===== config.mk =====
export PLATFORM = sky130hd
export DESIGN_NAME = mem_loader
export DESIGN_NICKNAME = d
export VERILOG_FILES = /design/src/rtl/mem_loader.sv
export SDC_FILE = /design/constraint.sdc
export NUM_CORES = 1
export LEC_CHECK = 0
export CAP_MARGIN = 25
export CORE_MARGIN = 5
export CORE_UTILIZATION = 45
export CTS_BUF_LIST = sky130_fd_sc_hd__clkbuf_16
export CTS_CLUSTER_DIAMETER = 150
export CTS_CLUSTER_SIZE = 24
export DETAILED_ROUTE_END_ITERATION = 10
export PLACE_DENSITY = 0.65
export REMOVE_ABC_BUFFERS = 1
export SLEW_MARGIN = 15
export SYNTH_ARGS = -nofsm -noshare
export SYNTH_HDL_FRONTEND = slang
export SYNTH_SLANG_ARGS = --single-unit
export TNS_END_PERCENT = 100

===== constraint.sdc =====
create_clock -name i_clk -period 3.2 [get_ports i_clk]
set_input_delay 0.64 -clock i_clk [delete_from_list [all_inputs] [get_ports i_clk]]
set_output_delay 0.64 -clock i_clk [all_outputs]
set_load 0.03 [all_outputs]

===== src/rtl/mem_loader.sv =====
// -----------------------------------------------------------------------------
// mem_loader -- boot-time initiator for the memory block's read/write data port.
//
// Accepts a byte stream from the host link (valid/ready), parses a 4-byte
// little-endian length header (length in 32-bit words), assembles little-endian
// words from the following bytes and issues one single-cycle write per word on
// the memory data port. o_done / o_error report the outcome and are held until
// the next i_start or reset, so the processor can be released from reset.
//
// Optional feature macro: MEM_LOADER_CHECKSUM_EN
//   When defined, a 32-bit running sum (mod 2^32) of all data words is kept
//   and a 4-byte little-endian trailer holding the expected sum follows the
//   data. A match ends in DONE, a mismatch in ERROR (written words stay).
//   When undefined there is no trailer and the final word leads to DONE.
//
// Parameters:
//   BASE_ADDR  byte address of word 0 (multiple of 4)
//   MAX_WORDS  largest accepted image length in words
//
// Ports:
//   i_clk      clock
//   i_rst      synchronous, active-high reset
//   i_start    single-cycle pulse that begins a load (IDLE/DONE/ERROR only)
//   i_s_valid  stream byte valid
//   i_s_data   stream byte
//   o_s_ready  loader accepts a byte this cycle
//   o_d_valid  data-port write request (one cycle per word)
//   o_d_we     write enable, mirrors o_d_valid
//   o_d_addr   byte address of the word being written
//   o_d_data   word being written
//   o_busy     load in progress
//   o_done     load completed successfully
//   o_error    load aborted
// -----------------------------------------------------------------------------

package hex_pkg;
  localparam int unsigned MEM_DEPTH = 1024;
  localparam int ADDR_W = 16;
  localparam int DATA_W = 32;
  typedef logic [ADDR_W-1:0] addr_t;
  typedef logic [DATA_W-1:0] data_t;
endpackage

module mem_loader #(
  parameter logic [31:0] BASE_ADDR = 32'h0000_0000,
  parameter int unsigned MAX_WORDS = hex_pkg::MEM_DEPTH
) (
  input  logic           i_clk,
  input  logic           i_rst,
  input  logic           i_start,
  input  logic           i_s_valid,
  input  logic [7:0]     i_s_data,
  output logic           o_s_ready,
  output logic           o_d_valid,
  output logic           o_d_we,
  output hex_pkg::addr_t o_d_addr,
  output hex_pkg::data_t o_d_data,
  output logic           o_busy,
  output logic           o_done,
  output logic           o_error
);

  typedef enum logic [2:0] {
    ST_IDLE   = 3'd0,
    ST_HEADER = 3'd1,
    ST_DATA   = 3'd2,
    ST_CHECK  = 3'd3,
    ST_DONE   = 3'd4,
    ST_ERROR  = 3'd5
  } state_t;

  state_t      state;
  logic [1:0]  byte_cnt;   // position of the next byte within the current 4-byte group
  logic [31:0] word_cnt;   // index k of the next data word
  logic [31:0] length;     // image length L in words
  logic [23:0] part;       // first three bytes of the group, byte 0 in the low bits
`ifdef MEM_LOADER_CHECKSUM_EN
  logic [31:0] sum;        // running sum of data words, mod 2^32
`endif

  logic           byte_fire;
  logic           last_byte;
  hex_pkg::data_t word_now;

  // Joins the three buffered bytes with the incoming fourth byte (little-endian).
  function automatic hex_pkg::data_t assemble_word(input logic [23:0] lower,
                                                   input logic [7:0]  top);
    return {top, lower};
  endfunction

  // Byte address of word k; the sum wraps and is truncated to the address width.
  function automatic hex_pkg::addr_t word_addr(input logic [29:0] k);
    return hex_pkg::addr_t'(BASE_ADDR + {k, 2'b00});
  endfunction

  // Handshake decode and the word formed if the current byte completes a group.
  always_comb begin
    byte_fire = i_s_valid && o_s_ready;
    last_byte = byte_fire && (byte_cnt == 2'd3);
    word_now  = assemble_word(part, i_s_data);
  end

  // Loader FSM with all outputs registered.
  always_ff @(posedge i_clk) begin
    if (i_rst) begin
      state     <= ST_IDLE;
      byte_cnt  <= 2'd0;
      word_cnt  <= 32'd0;
      length    <= 32'd0;
      part      <= 24'd0;
`ifdef MEM_LOADER_CHECKSUM_EN
      sum       <= 32'd0;
`endif
      o_s_ready <= 1'b0;
      o_d_valid <= 1'b0;
      o_d_we    <= 1'b0;
      o_d_addr  <= '0;
      o_d_data  <= '0;
      o_busy    <= 1'b0;
      o_done    <= 1'b0;
      o_error   <= 1'b0;
    end else begin
      // The write strobe is a one-cycle pulse unless a word completes this cycle.
      o_d_valid <= 1'b0;
      o_d_we    <= 1'b0;

      // Bytes are shifted in from the top so byte 0 ends up in part[7:0].
      if (byte_fire) begin
        byte_cnt <= byte_cnt + 2'd1;
        part     <= {i_s_data, part[23:8]};
      end else begin
        byte_cnt <= byte_cnt;
        part     <= part;
      end

      case (state)
        ST_IDLE, ST_DONE, ST_ERROR: begin
          if (i_start) begin
            state     <= ST_HEADER;
            byte_cnt  <= 2'd0;
            word_cnt  <= 32'd0;
            length    <= 32'd0;
            part      <= 24'd0;
`ifdef MEM_LOADER_CHECKSUM_EN
            sum       <= 32'd0;
`endif
            o_s_ready <= 1'b1;
            o_busy    <= 1'b1;
            o_done    <= 1'b0;
            o_error   <= 1'b0;
          end else begin
            state <= state;
          end
        end

        ST_HEADER: begin
          if (last_byte) begin
            length <= word_now;
            if (word_now > 32'(MAX_WORDS)) begin
              state     <= ST_ERROR;
              o_s_ready <= 1'b0;
              o_busy    <= 1'b0;
              o_error   <= 1'b1;
            end else if (word_now == 32'd0) begin
`ifdef MEM_LOADER_CHECKSUM_EN
              // Empty image still carries a trailer, which must be zero.
              state <= ST_CHECK;
`else
              state     <= ST_DONE;
              o_s_ready <= 1'b0;
              o_busy    <= 1'b0;
              o_done    <= 1'b1;
`endif
            end else begin
              state <= ST_DATA;
            end
          end else begin
            state <= ST_HEADER;
          end
        end

        ST_DATA: begin
          if (last_byte) begin
            o_d_valid <= 1'b1;
            o_d_we    <= 1'b1;
            o_d_addr  <= word_addr(word_cnt[29:0]);
            o_d_data  <= word_now;
            word_cnt  <= word_cnt + 32'd1;
`ifdef MEM_LOADER_CHECKSUM_EN
            sum       <= sum + word_now;
`endif
            // Leaving DATA shares the edge with the final write strobe.
            if (word_cnt == (length - 32'd1)) begin
`ifdef MEM_LOADER_CHECKSUM_EN
              state <= ST_CHECK;
`else
              state     <= ST_DONE;
              o_s_ready <= 1'b0;
              o_busy    <= 1'b0;
              o_done    <= 1'b1;
`endif
            end else begin
              state <= ST_DATA;
            end
          end else begin
            state <= ST_DATA;
          end
        end

`ifdef MEM_LOADER_CHECKSUM_EN
        ST_CHECK: begin
          if (last_byte) begin
            o_s_ready <= 1'b0;
            o_busy    <= 1'b0;
            if (word_now == sum) begin
              state  <= ST_DONE;
              o_done <= 1'b1;
            end else begin
              state   <= ST_ERROR;
              o_error <= 1'b1;
            end
          end else begin
            state <= ST_CHECK;
          end
        end
`endif

        default: begin
          // Unreachable encodings recover to a quiet IDLE.
          state     <= ST_IDLE;
          o_s_ready <= 1'b0;
          o_busy    <= 1'b0;
          o_done    <= 1'b0;
          o_error   <= 1'b0;
        end
      endcase
    end
  end

endmodule


---- Word-level counts from Yosys, hierarchy flattened ----
Cells that the tools add are included.
operators by class
  add/sub/neg operators ................... 3
  $lt $le $gt $ge ......................... 1
  equal/unequal tests ..................... 14
  multiplexer cells ....................... 36
  bitwise operators ....................... 1
  reductions and logical operators ........ 14
operators with widths
  cell                                                              count
  case mux 32 bit (2 select lines)                                  2
  2-to-1 mux 32 bit                                                 3
  2-to-1 mux 24 bit                                                 3
  adder 32 x 1 -> 32 bit (second input constant)                    1
  equality test 32 bit                                              1
  greater-than comparator 32 x 11 -> 1 bit (second input constant)  1
  logical NOT 32 bit                                                1
  subtractor 32 x 1 -> 32 bit (second input constant)               1
  2-to-1 mux 3 bit                                                  6
  2-to-1 mux 1 bit                                                  15
  != test 2 bit (second input constant)                             7
  case mux 1 bit (3 select lines)                                   3
  case mux 3 bit (3 select lines)                                   1
  equality test 3 bit (second input constant)                       2
  2-to-1 mux 2 bit                                                  3
  AND reduction 3 bit                                               2
  AND reduction 6 bit                                               1
  AND reduction 5 bit                                               1
  AND reduction 4 bit                                               1
  nonzero test 2 bit                                                2
  equality test 3 x 1 -> 1 bit (second input constant)              1
  equality test 3 x 2 -> 1 bit (second input constant)              1
  logical NOT 3 bit                                                 1
  != test 3 bit (second input constant)                             1
  7 further kinds                                                   8
word-level totals
  register bits after elaboration ......... 143
  input port bits ......................... 12
  output and inout bits ................... 54
  word-level logic and storage cells ...... 80

---- Depth between registers and ports, before layout ----
Gate-level depths: netlist of the first run.
  depth after elaboration ................. 5
  gate-level depth with buffers ........... 11
  gate-level depth less buffers ........... 10

---- Worst setup path before layout of the first run ----
Ideal clock, no wire load.
  kind .................................... flip-flop to flip-flop
  start ................................... reg length[15]
  end ..................................... reg state[1]
  setup time .............................. 0.130 ns
  arrival ................................. 2.767 ns
  required time ........................... 3.070 ns
  setup slack ............................. 0.302 ns
  stages on the path, launching flop included .. 10
  buffers on the path ..................... 1
  clock period less this slack ............ 2.898 ns
  path through ............................ dfxtp_1 or4_4 buf_6 or4_4 nor4_4 a211oi_1 a211o_1 a2111o_1 o31ai_4 a31oi_1
on the way
  cells in the longest elaborated chain, start to end .. 5
ends and longest elaborated chain
  element                          RTL line  text
  from (decl)                      75        logic [31:0] length;
  from (signal assigned)           158       length <= word_now;
  subtractor 32 x 1 -> 32 bit      193       if (word_cnt == (length - 32'd1)) begin
  equality test 32 bit             193
  2-to-1 mux 3 bit                 193
  2-to-1 mux 3 bit                 183       if (last_byte) begin
  case mux 3 bit (3 select lines)  136       case (state)
  to (signal assigned)             152       state <= state;
  to (decl)                        72        state_t state;
Every way passes these cells.
A chain may end at the register's enable or synchronous reset.

---- Worst setup path after layout of the first run ----
  start ................................... reg length[15]
  end ..................................... reg o_busy
on the way
  cells in the longest elaborated chain, start to end .. 4
ends and longest elaborated chain
  element                        RTL line  text
  subtractor 32 x 1 -> 32 bit    193
  equality test 32 bit           193
  != test 2 bit (no line)        n/a
  AND reduction 5 bit (no line)  n/a
  to (signal assigned)           171       o_busy <= 1'b0;
  to (signal assigned)           199       o_busy <= 1'b0;
  to (signal assigned)           232       o_busy <= 1'b0;
  to (decl)                      58        output logic o_busy,
Every way passes these cells.

==> out/results.ini, run 1 <==
[grt]
grt_pass1_wl_um = 29450
antenna_found_initial = 0
grt_max_degree = 57
grt_usage = 0.2048
grt.overflow.total = 0
grt_pass1_vias = 5496

[logic_synthesis]
async_reset_ff_frac = 0
syn_area_mm2 = 0.006718
synth.avg_cell_area_um2 = 7.651
synth-seq-cells = 143
synth_cells = 878
synth-seq-area-share = 0.4262
synth-edff-count = 0
synthDistinctLibCells = 58
yosys_warnings = 0
ys.flop_type = dfxtp_1

[clock_network]
clockBufferDepth = 2
cts_max_level = 4
cts.sinks = 143
postCtsHoldBufs = 0
numCtsBuffers = 17
clkTransAtPathRegs_ns = 0.06
cts_tree = done
cts_root_buf = clkbuf_16
clk_latency_ns = 0.42

[layout]
area_growth_pct = 21.46
mostFrequentLayoutCells = nand2_1, dfxtp_1, a21oi_1, clkdlybuf4s50_1, nor2_1
drive_gt1_frac = 0.07219
mostFrequentLayoutCell = nand2_1
fin_nets = 944
insertedDiodeCount = 0

[status]
status = finished, final reports clean

[die]
initial_core_util = 0.4605
fp.coreArea_mm2 = 0.01459
die_h_um = 132.2
ios = 66
die_w_um = 132.2
die_area_mm2 = 0.01747
num_rows = 44

[route]
drt_pass1_iterations = 5
initialDrtViolationCount = 504
detail_route.wl_per_cell_um = 15.83
drcViolationCount = 0
viasPerCell = 5.456
vias = 6144
wl_um = 17830
ant_nets = 0

[setup_path]
r2r_slack_ns = 0.15
cp_num_buf_inv = 0
cp.arrival_ns = 3.31
critPathTopFamily = simple AND/OR/NAND/NOR gates
crit_end = o_busy
startpoint_type = flip-flop
crit_chain = or4_4, or4_4, nor4_4, a211oi_1, a211o_1, a2111o_1, o31ai_4, a211oi_1
cp_num_cells = 8
slowest_delay_ns = 0.62
cpMaxStageDelayCell = or4_4
rr_startpoint = length[15]
cp-startpoint = length[15]
critPathMaxFanout = 9
required_ns = 3.46
path_class = flip-flop to flip-flop
reg2regPathDepth = 8
reg2reg_to = o_busy
end_kind = flip-flop

[sta]
hold_viol = 0
finalCritPeriodShare = 0.9526
setup_viol = 0
worst_pin_slew_ns = 0.9925
drv_slew = 0
max_freq_mhz = 328.0
fin_ws_ns = 0.1515
rsz0062_at_grt = no
clock_skew_ns = 0.008486
slew_headroom = 0.3383
fin_crit_ns = 3.048
worst_hold_slack_ns = 0.4519
final.setup.tns_ns = 0

[pwr]
p_clk_frac = 0.492
power_leakage_nw = 2.801
p_int_w = 0.002987
p_sw_frac = 0.2339
ir_worst_vdd_mv = 0.4108
power_frac_comb = 0.045
fin_total_pwr_w = 0.003899
p_per_area_mw_per_mm2 = 477.9
p_sw_w = 0.0009121
seqPwrFrac = 0.463

[placement]
place_ws_ns = 0.1697
post-dp-hpwl_um = 12500
numPortBuffers = 63
gp_congestion = 0.8650

[hold_path]
hp-class = flip-flop to flip-flop

[flow_run]
cap_violations = 0

==> power by group through the flow <==
stage / clock network, W / registers [W] / logic (W)
2_1_floorplan: 0 / 0.00184 / 0.0000912
3_3_place_gp: 0 / 0.00184 / 0.000177
3_5_place_dp: 0 / 0.00184 / 0.000176
4_1_cts: 0.00195 / 0.00180 / 0.000177
5_1_grt: 0.00203 / 0.00180 / 0.000196
6_report: 0.00192 / 0.00180 / 0.000177
==> how the worst min path moves through the flow <==
| stage | startpoint | end | slack, ns | depth (start not counted) |
|---|---|---|---|---|
| floorplan | length[31] | length[31] | 0.44 | 2 |
| global placement | o_d_data[31] | o_d_data[31] | 0.44 | 2 |
| detailed placement | o_d_addr[11] | o_d_addr[11] | 0.45 | 2 |
| CTS | o_d_data[25] | o_d_data[25] | 0.45 | 2 |
| global route | o_d_addr[11] | o_d_addr[11] | 0.47 | 2 |
| finish | o_d_addr[13] | o_d_addr[13] | 0.45 | 2 |
==> final cells by class <==
type / instances / area [um^2]
clock buffers: 17 / 425.4
repair buffers: 89 / 858.3
multi-input cells: 665 / 3590
well taps: 184 / 230.2
clock inverters: 15 / 143.9
fillers: 1394 / 6430
inverters: 13 / 48.80
flip-flops and latches: 143 / 2863
==> through the flow <==
step,cell area [um^2],util,instances
floorplan,6481,-,821
global placement,7584,0.5198,1094
detailed placement,7584,0.5198,1094
CTS,8153,0.5588,1126
global route,8159,0.5593,1126
finish,8159,0.5593,1126
==> per-layer routing <==
layer  GRT usage  vias to the layer above  wire length (um)
met5           0                        -                 0
met4     0.05826                        0               208
met3     0.03855                       17               900
met2      0.3153                      151              8067
met1      0.2936                     2838              8654
li1            -                     3138                 -
==> cell usage after synthesis, types with 3 or more instances <==
cell      instances  area (um^2)
xor2_1           31        271.5
nor4b_1           5        43.79
nor2_1           55        206.5
a31oi_1           4        25.02
buf_4             4        30.03
nand3b_1          3        22.52
a21o_1            4        30.03
nand2_1         210        788.3
a21oi_1         119        595.6
o21a_1            3        22.52
nor2b_1           3        18.77
nand3_1          53        265.3
a211oi_1          3        22.52
a41oi_1           4        35.03
and3_1            9        56.30
and2_1            4        25.02
dfxtp_1         143         2863
a21boi_0          3        22.52
clkbuf_1         49        183.9
nor3_1           20        100.1
o21ai_0          13        65.06
xnor2_1          27        236.5
or3_1             7        43.79
or4_1             5        37.54
nand4_1          14        87.58
and4_1            3        26.28
inv_1            13        48.80
buf_1             4        15.01
ha_1              3        37.54
nor4_1           20        125.1
mux2i_1           4        40.04
nand2b_1          4        25.02
==> sequential cells by signal (all words and copies together) (netlist names) <==
register / cells
o_d_data: 32
state: 3
part: 24
o_error: 1
length: 32
o_d_we: 1
byte_cnt: 2
word_cnt: 32
o_done: 1
o_d_addr: 14
o_busy: 1
==> worst register-to-register path, stage by stage, from the launching register on <==
cell,delay [ns]
dfxtp_1,0.35
or4_4,0.62
or4_4,0.57
nor4_4,0.24
a211oi_1,0.11
a211o_1,0.24
a2111o_1,0.43
o31ai_4,0.24
a211oi_1,0.10
==> cells by family (layout without fill, tap and decap cells) <==
group / count (synthesis) / count (layout) / share of synthesized area
and+or+nand+nor: 423 / 423 / 0.2919
adders and majority gates: 3 / 3 / 0.005588
other: 1 / 2 / 0.0005582
xor gates and xnor gates: 58 / 58 / 0.07562
DFF: 143 / 143 / 0.4262
AOI/OAI and AO/OA: 175 / 175 / 0.1512
buffers and inverters: 71 / 134 / 0.04303
muxes: 4 / 4 / 0.005960
==> what timing repair did <==
action,in CTS,in global routing
endpoints found under the hold margin,0,0
endpoints found under the setup margin,0,3
setup buffers,0,0
gates resized for setup,0,1
Note: power is estimated with default switching activity, not from simulation.
==> inputs of run 2 (changes only) <==
Settings changed: GPL_ROUTABILITY_DRIVEN set to 0.
==> out/results.ini, run 2 (synthesized netlist as in run 1, its figures left out) <==
[die]
die_h_um = 132.2
die_w_um = 132.2
num_rows = 44
fp.coreArea_mm2 = 0.01459
ios = 66
die_area_mm2 = 0.01747
initial_core_util = 0.4605

[setup_path]
end_kind = flip-flop
cp-startpoint = length[15]
critPathMaxFanout = 9
path_class = flip-flop to flip-flop
startpoint_type = flip-flop
rr_startpoint = length[15]
required_ns = 3.48
reg2regPathDepth = 8
crit_end = o_busy
cp.arrival_ns = 3.32
reg2reg_to = o_busy
r2r_slack_ns = 0.16

[layout]
insertedDiodeCount = 0
final_cells = 1129
reg_top3 = length: 32 flops, o_d_data: 32 flops, word_cnt: 32 flops
fin_nets = 947
area_growth_pct = 21.51
drive_gt1_frac = 0.07937
postLayoutCoreUtil = 0.5595
mostFrequentLayoutCells = nand2_1, dfxtp_1, a21oi_1, clkdlybuf4s50_1, nor2_1
fillers = 1408
mostFrequentLayoutCell = nand2_1
final_cell_area_mm2 = 0.008163

[sta]
fin_crit_ns = 3.038
finalCritPeriodShare = 0.9493
rsz0062_at_grt = no
clock_skew_ns = 0.009579
hold_viol = 0
slew_headroom = 0.3273
max_freq_mhz = 329.2
drv_slew = 0
worst_pin_slew_ns = 1.009
final.setup.tns_ns = 0
setup_viol = 0

[clock_network]
cts.sinks = 143
clkTransAtPathRegs_ns = 0.07
clk_latency_ns = 0.43
numCtsBuffers = 17
post-cts-setup-buffers = 0
cts_max_level = 4
clockBufferDepth = 2
cts_tree = done
cts_root_buf = clkbuf_16

[placement]
dp_cells = 1097
post-dp-hpwl_um = 12660
numPortBuffers = 63
placed_area_mm2 = 0.007581

[pwr]
p_per_area_mw_per_mm2 = 480.2
ir_worst_vdd_mv = 0.3325
power_leakage_nw = 2.821

[flow_run]
cap_violations = 0

[route]
detail_route.wl_per_cell_um = 15.76
viasPerCell = 5.510
initialDrtViolationCount = 429
drt_pass1_iterations = 4
vias = 6221
ant_nets = 0
drcViolationCount = 0
wl_um = 17800

[status]
status = finished, final reports clean

[grt]
antenna_found_initial = 0
grt_max_degree = 47
grt.overflow.total = 0
grt_pass1_vias = 5534
grt_pass1_wl_um = 29260
grt_usage = 0.2038

[hold_path]
hp-class = flip-flop to flip-flop

run 2: changes by cell type in the layout (fill, tap and decap cells not counted), sizes merged:
cell	before	now
inv	17	21
buf	27	30
bufinv	2	1
clkinvlp	4	1
run 2: how the worst min path moves through the flow:
stage / startpoint / to / slack [ns] / depth (start not counted)
floorplan: length[31] / length[31] / 0.44 / 2
global placement: o_d_data[31] / o_d_data[31] / 0.44 / 2
detailed placement: o_d_addr[10] / o_d_addr[10] / 0.45 / 2
CTS: o_d_addr[10] / o_d_addr[10] / 0.46 / 2
global route: o_d_addr[11] / o_d_addr[11] / 0.47 / 2
finish: o_d_addr[10] / o_d_addr[10] / 0.45 / 2
run 2: repair_timing:
item	CTS	global route
hold buffers	0	0
setup endpoints to repair	0	1
resized for setup	0	1
run 2: report_power, final:
group | internal (W) | leakage [nW] | switching [W]
sequential | 0.00179 | 1.15 | 0.0000143
clock | 0.00109 | 0.282 | 0.000846
combinational | 0.0000559 | 1.39 | 0.000120
run 2: critical path: stages (launching register included):
cell	delay, ns
dfxtp_1	0.35
or4_4	0.59
or4_4	0.57
nor4_4	0.25
a211oi_1	0.11
a211o_1	0.23
a2111o_1	0.42
o31ai_4	0.25
a211oi_1	0.11
run 2: routing by layer:
| metal | part of all wire | routed length (um) | track usage | vias up |
|---|---|---|---|---|
| met5 | 0 | 0 | 0 | - |
| met4 | 0.023 | 405 | 0.07975 | 0 |
| met3 | 0.060 | 1062 | 0.05191 | 25 |
| met2 | 0.44 | 7766 | 0.2979 | 184 |
| met1 | 0.48 | 8562 | 0.2880 | 2882 |
| li1 | - | - | - | 3130 |
run 2: area by class of cell:
type	instances	area, um^2	share of cell area
clock buffer	17	425.4	0.05212
clock inverter	15	150.1	0.01839
inverter	13	48.80	0.005978
multi-input combinational	665	3590	0.4398
sequential	143	2863	0.3507
tap	184	230.2	0.02820
timing repair buffer	92	855.8	0.1048
run 2: stage by stage:
stage                     hold WS (ns)  total power (W)  setup WS, ns
after detailed placement        0.4470         0.002016        0.1669
after CTS                       0.4555         0.003958        0.1503
after floorplan                 0.4383         0.001932        -1.119
after global placement          0.4413         0.002016        0.1966
after global routing            0.4664         0.004057      0.007155
final                           0.4516         0.003919        0.1622
